$ cat config.mk
export PLATFORM = sky130hd
export DESIGN_NAME = multicycle_ctrl_fsm
export DESIGN_NICKNAME = d
export VERILOG_FILES = /design/src/rtl/multicycle_ctrl_fsm.sv
export SDC_FILE = /design/constraint.sdc
export NUM_CORES = 1
export LEC_CHECK = 0
export BUFFER_PORTS_ARGS = -buffer_cell sky130_fd_sc_hd__buf_2
export CAP_MARGIN = 20
export CORE_MARGIN = 2
export CORE_UTILIZATION = 47
export DETAILED_ROUTE_END_ITERATION = 12
export PLACE_DENSITY_LB_ADDON = 0.3
export SETUP_SLACK_MARGIN = 0.1
export SLEW_MARGIN = 0
export SYNTH_ARGS = -nofsm -noshare
export SYNTH_HDL_FRONTEND = slang
export SYNTH_SLANG_ARGS = --single-unit
$ cat constraint.sdc
create_clock -name clk -period 4.4 [get_ports clk]
set_clock_uncertainty 0.05 [all_clocks]
set_input_delay 0.88 -clock clk [delete_from_list [all_inputs] [get_ports clk]]
set_output_delay 0.88 -clock clk [all_outputs]
set_load 0.005 [all_outputs]
$ cat src/rtl/multicycle_ctrl_fsm.sv
// multicycle_ctrl_fsm
//  Control unit for a multi-cycle MIPS datapath. It holds the main decode state
//  machine, decodes the ALU operation and drives the PC enable. Beyond
//  lw/sw/R-type/beq it can decode bne, addi and j; each of these can be switched
//  off by a parameter, and a disabled opcode is then reported as illegal.
//  mem_ready lets instruction and data memory stretch FETCH, MEMRD and MEMWR.
// Ports
//  clk, reset          rising-edge clock, synchronous active-high reset
//  op, funct           instruction fields taken from the instruction register
//  zero                ALU zero flag (branch resolve)
//  mem_ready           memory access completes this cycle
//  pcen..regwrite      register and memory enables
//  alusrca/iord/memtoreg/regdst, alusrcb, pcsrc   datapath mux selects
//  alucontrol          ALU operation, 3-bit code zero-extended to ALUCTRL_W
//  illegal             one-cycle pulse on an unsupported op or funct
//  instr_done          pulse on the last cycle of each instruction
//  state_o             current state, for debug
module multicycle_ctrl_fsm #(
  parameter int ALUCTRL_W = 3,
  parameter int EN_BNE    = 1,
  parameter int EN_ADDI   = 1,
  parameter int EN_JUMP   = 1
) (
  input  logic                 clk,
  input  logic                 reset,
  input  logic [5:0]           op,
  input  logic [5:0]           funct,
  input  logic                 zero,
  input  logic                 mem_ready,
  output logic                 pcen,
  output logic                 memread,
  output logic                 memwrite,
  output logic                 irwrite,
  output logic                 regwrite,
  output logic                 alusrca,
  output logic                 iord,
  output logic                 memtoreg,
  output logic                 regdst,
  output logic [1:0]           alusrcb,
  output logic [1:0]           pcsrc,
  output logic [ALUCTRL_W-1:0] alucontrol,
  output logic                 illegal,
  output logic                 instr_done,
  output logic [3:0]           state_o
);
  localparam logic [3:0] FETCH  = 4'd0,  DECODE = 4'd1,  MEMADR = 4'd2,
                         MEMRD  = 4'd3,  MEMWB  = 4'd4,  MEMWR  = 4'd5,
                         RTEX   = 4'd6,  RTWB   = 4'd7,  BEQEX  = 4'd8,
                         ADDIEX = 4'd9,  ADDIWB = 4'd10, JEX    = 4'd11,
                         BNEEX  = 4'd12;

  localparam logic [5:0] OP_R = 6'b000000, OP_LW = 6'b100011, OP_SW = 6'b101011,
                         OP_BEQ = 6'b000100, OP_BNE = 6'b000101,
                         OP_ADDI = 6'b001000, OP_J = 6'b000010;

  localparam logic [2:0] ALU_ADD = 3'b010, ALU_SUB = 3'b110, ALU_AND = 3'b000,
                         ALU_OR = 3'b001, ALU_SLT = 3'b111;

  logic [3:0] state, next_state;
  logic [2:0] alu3;

  always_ff @(posedge clk) begin
    if (reset) state <= FETCH;
    else       state <= next_state;
  end

  assign state_o    = state;
  assign alucontrol = ALUCTRL_W'(alu3);

  always_comb begin
    next_state = FETCH;
    pcen = 1'b0; memread = 1'b0; memwrite = 1'b0; irwrite = 1'b0;
    regwrite = 1'b0; alusrca = 1'b0; iord = 1'b0; memtoreg = 1'b0;
    regdst = 1'b0; alusrcb = 2'b00; pcsrc = 2'b00; alu3 = ALU_ADD;
    illegal = 1'b0; instr_done = 1'b0;
    case (state)
      FETCH: begin
        memread = 1'b1;
        alusrcb = 2'b01;
        // IR load and PC+4 only commit once the fetch actually returns
        irwrite = mem_ready;
        pcen    = mem_ready;
        next_state = mem_ready ? DECODE : FETCH;
      end
      DECODE: begin
        // ALU precomputes the branch target during decode
        alusrcb = 2'b11;
        if (op == OP_LW || op == OP_SW)         next_state = MEMADR;
        else if (op == OP_R)                    next_state = RTEX;
        else if (op == OP_BEQ)                  next_state = BEQEX;
        else if (op == OP_BNE  && EN_BNE  != 0) next_state = BNEEX;
        else if (op == OP_ADDI && EN_ADDI != 0) next_state = ADDIEX;
        else if (op == OP_J    && EN_JUMP != 0) next_state = JEX;
        else begin
          illegal    = 1'b1;
          instr_done = 1'b1;
        end
      end
      MEMADR: begin
        alusrca = 1'b1;
        alusrcb = 2'b10;
        // only lw and sw reach this state
        next_state = (op == OP_SW) ? MEMWR : MEMRD;
      end
      MEMRD: begin
        memread = 1'b1;
        iord    = 1'b1;
        next_state = mem_ready ? MEMWB : MEMRD;
      end
      MEMWB: begin
        regwrite   = 1'b1;
        memtoreg   = 1'b1;
        instr_done = 1'b1;
      end
      MEMWR: begin
        memwrite   = 1'b1;
        iord       = 1'b1;
        instr_done = mem_ready;
        next_state = mem_ready ? FETCH : MEMWR;
      end
      RTEX: begin
        alusrca    = 1'b1;
        next_state = RTWB;
        case (funct)
          6'b100000: alu3 = ALU_ADD;
          6'b100010: alu3 = ALU_SUB;
          6'b100100: alu3 = ALU_AND;
          6'b100101: alu3 = ALU_OR;
          6'b101010: alu3 = ALU_SLT;
          default: begin
            illegal    = 1'b1;
            instr_done = 1'b1;
            next_state = FETCH;
          end
        endcase
      end
      RTWB: begin
        regwrite   = 1'b1;
        regdst     = 1'b1;
        instr_done = 1'b1;
      end
      BEQEX, BNEEX: begin
        alusrca    = 1'b1;
        alu3       = ALU_SUB;
        pcsrc      = 2'b01;
        pcen       = (state == BEQEX) ? zero : ~zero;
        instr_done = 1'b1;
      end
      ADDIEX: begin
        alusrca    = 1'b1;
        alusrcb    = 2'b10;
        next_state = ADDIWB;
      end
      ADDIWB: begin
        regwrite   = 1'b1;
        instr_done = 1'b1;
      end
      JEX: begin
        pcsrc      = 2'b10;
        pcen       = 1'b1;
        instr_done = 1'b1;
      end
      default: next_state = FETCH;  // codes 13-15 recover with everything off
    endcase
    // an instruction aborted by reset must not write anything in that cycle
    if (reset) begin
      pcen = 1'b0; memread = 1'b0; memwrite = 1'b0; irwrite = 1'b0;
      regwrite = 1'b0; illegal = 1'b0; instr_done = 1'b0;
    end
  end
endmodule
==> results by group <==
Cells and area
  – Layout area overhead: 26.7%
  – Fin util: 0.659
  – Commonest non-fill, non-tap cell in the layout: buf_2
  – Final cell count without fillers: ~160
  – Post-route cell area: slightly below 900 um^2
  – Final #Nets: approximately 160
  – Commonest non-fill, non-tap cells in the layout: 37 x buf_2, 13 x nand2_1, 13 x nor2_1, 8 x a21oi_1, 7 x o21ai_0
  – N_diodes: 0
  – Layout cells sized above 1: 0.319
  – Max reg flops: 4

STA
  – Worst rel slew slack: 0.414
  – Fmax: 316 MHz
  – Fin worst setup slack: 1.23 ns
  – Hold Worst Slack: between 0.7 and 0.8 ns
  – Final Max Tran Viols: 0
  – Setup-failing EPs final: 0
  – Final worst-path cycle share: 0.720
  – Hold Fails Final Rpt: 0
  – Worst slew pin tran: just under 0.9 ns
  – RSZ-0062 raised after global routing: no
  – Final Critical Period: ~3.2 ns
  – Fin Setup TNS: 0 ns

Synth
  – #FFs+latches synth: 4
  – Synth warn: 0
  – Simple-gate share of the synthesized area: 0.437
  – Synthesized Nets: between 100 and 150
  – Mapped cell area: roughly 700 um^2
  – Synth Area in Adders: 0
  – Synth Area in Compound Gates: 0.317
  – Mux contribution to synthesized area: 0.0285
  – Largest family of logic cells by synthesized area: simple AND/OR/NAND/NOR gates
  – Synth cell types: 39
  – Post-Syn Instances: between 100 and 150
  – Syn avg cell area: between 6 and 7 um^2
  – Sequential area share after synthesis: 0.114
  – Post-Synth XOR/XNOR Area: 0.0374

Worst setup path
  – Kind of critical path: reg2out
  – CP Capture Point: alucontrol[0]
  – R2R depth: 4
  – Top fanout value on the critical path: 27
  – CP max-delay cell: dfxtp_1
  – Crit path capture type: output pin
  – Setup crit start: state_o[2]
  – FF-to-FF End: state_o[2]
  – Worst reg2reg setup slack: between 2 and 3 ns
  – CP Launch Type: register
  – R2R Path Start: state_o[1]
  – Worst stage delay on the critical path: 0.89 ns
  – Crit-path cells: nand2_1, nor4b_1, nor2b_1, buf_2
  – Critical path arrival: 2.24 ns
  – Critical path required time: 3.47 ns

Placement
  – Inst Count DP: roughly 150
  – Setup WS pre-CTS: around 1.4 ns
  – Post-placement cell area: around 870 um^2
  – Hpwl dp: 1.49 mm
  – Port buffer count: 37
  – GP Congestion: about 0.84

Hold path
  – Hold_sp: state_o[0]
  – Worst hold path class: reg2reg

Routing
  – Antenna-violating nets left: 0
  – Final WL: ~2.0 mm
  – TritonRoute pass-1 iters: 4
  – Vias: approximately 900
  – Vias per cell: 5.91
  – WL/cell: between 10 and 15 um
  – DRC: 0
  – 1st-iter DRT viols: 15

Global routing
  – Largest net degree at the start of global routing: 28
  – GRT Overall Usage: 0.232
  – Global route total overflow: 0
  – Number of global-route vias before repair: a little under 800
  – Initial antenna violation count: 0
  – First-pass GRT wire length: roughly 3.3 mm

Pwr
  – Pwr per Cell Area: ~150 nW/um^2
  – Max VDD drop: between 0.0001 and 0.00015 V
  – Final Total Pwr: approximately 0.13 mW
  – Leakage: 0.402 nW

CTS
  – CTS buffer count: 3
  – CTS root buffer: clkbuf_4
  – Post-CTS Setup Bufs: 0
  – Clk_lat worst skew: about 0.23 ns
  – Clock transition at the registers of the reported paths: around 0.040 ns
  – Clock sink total: 4
  – CTS tree: yes
  – CTS H-tree lvls: 1
  – CTS resizes: 0
  – Post-CTS Hold Fix Bufs: 0
  – Clock buffer depth: 2

Floorplan
  – Starting Density: 0.520
  – Die ar.: 1820 um^2
  – Die W: about 43 um
  – Core Region: 1350 um^2
  – # IOs: 38
  – Die height: around 43 um
  – Cell Rows: 13

Run
  – MaxCap Viol Count: 0

Run status
  – Status: finished clean
-- worst min-delay path by stage --
stage	endpoint	slack [ns]	cells past startpoint
floorplan	state_o[3]	0.58	2
global placement	state_o[2]	0.77	3
detailed placement	state_o[2]	0.78	3
CTS	state_o[2]	0.80	3
global route	state_o[2]	0.87	3
finish	state_o[2]	0.78	3
-- metal layers --
metal | global-route usage | share of wire | up-vias
met5 | 0 | 0 | -
met3 | 0.0345 | 0.052 | 2
met1 | 0.304 | 0.46 | 418
met4 | 0.0625 | 0.010 | 0
li1 | - | - | 474
met2 | 0.388 | 0.48 | 28
-- area by class of cell --
cell class	instances	area (um^2)
tap	15	18.8
sequential	4	80.1
fill	140	460
clock buffer	3	22.5
inverter	2	7.51
timing repair buffer	37	185
multi-input combinational	95	576
-- logic make-up (layout without fill, tap and decap cells) --
logic type      Yosys count  in the layout
buf+inv                  11             42
mux                       2              2
compound gates           32             32
xor+xnor                  3              3
flops                     4              4
simple gates             58             58
-- worst max-delay path: cells and delay by family, from the launching register on --
kind,cells,cell delay (ns)
buffers and inverters,1,0.12
flip-flops,1,0.89
AND/OR/NAND/NOR,3,1.00
-- report_power, final --
| group | switching, mW | internal, mW |
|---|---|---|
| Sequential | 0.00338 | 0.0373 |
| Combinational | 0.0242 | 0.0202 |
| Clock | 0.0139 | 0.0304 |
| Total | 0.0414 | 0.0880 |
-- synth_stat cells --
library cell | count | share of area
mux2i_1 | 2 | 0.029
or2b_2 | 1 | 0.012
nand2_1 | 13 | 0.070
or3b_1 | 1 | 0.012
o2bb2ai_1 | 1 | 0.012
a22oi_1 | 1 | 0.011
nor2_1 | 13 | 0.070
and3_2 | 1 | 0.011
a32oi_1 | 1 | 0.012
a21oi_2 | 1 | 0.012
nor3b_1 | 3 | 0.032
o22a_1 | 1 | 0.012
nand4b_1 | 1 | 0.012
nand3_1 | 3 | 0.021
a221oi_1 | 1 | 0.012
o21ai_0 | 7 | 0.050
a2111oi_0 | 1 | 0.012
clkbuf_1 | 5 | 0.027
nor4b_1 | 3 | 0.037
nor4_1 | 3 | 0.027
nand2b_1 | 4 | 0.036
nor2b_1 | 3 | 0.027
a31oi_1 | 1 | 0.0089
inv_1 | 2 | 0.011
nand4_1 | 1 | 0.0089
or3_1 | 2 | 0.018
xor2_1 | 1 | 0.012
a311oi_1 | 1 | 0.012
a211o_1 | 2 | 0.025
a21oi_1 | 8 | 0.057
o21ai_2 | 1 | 0.012
dfxtp_1 | 4 | 0.11
a21o_1 | 2 | 0.021
xnor2_1 | 2 | 0.025
a2111oi_2 | 1 | 0.021
buf_2 | 4 | 0.029
a41oi_1 | 1 | 0.012
o21bai_1 | 1 | 0.011
nor3_1 | 6 | 0.043
(Power assumes the default switching activity.)
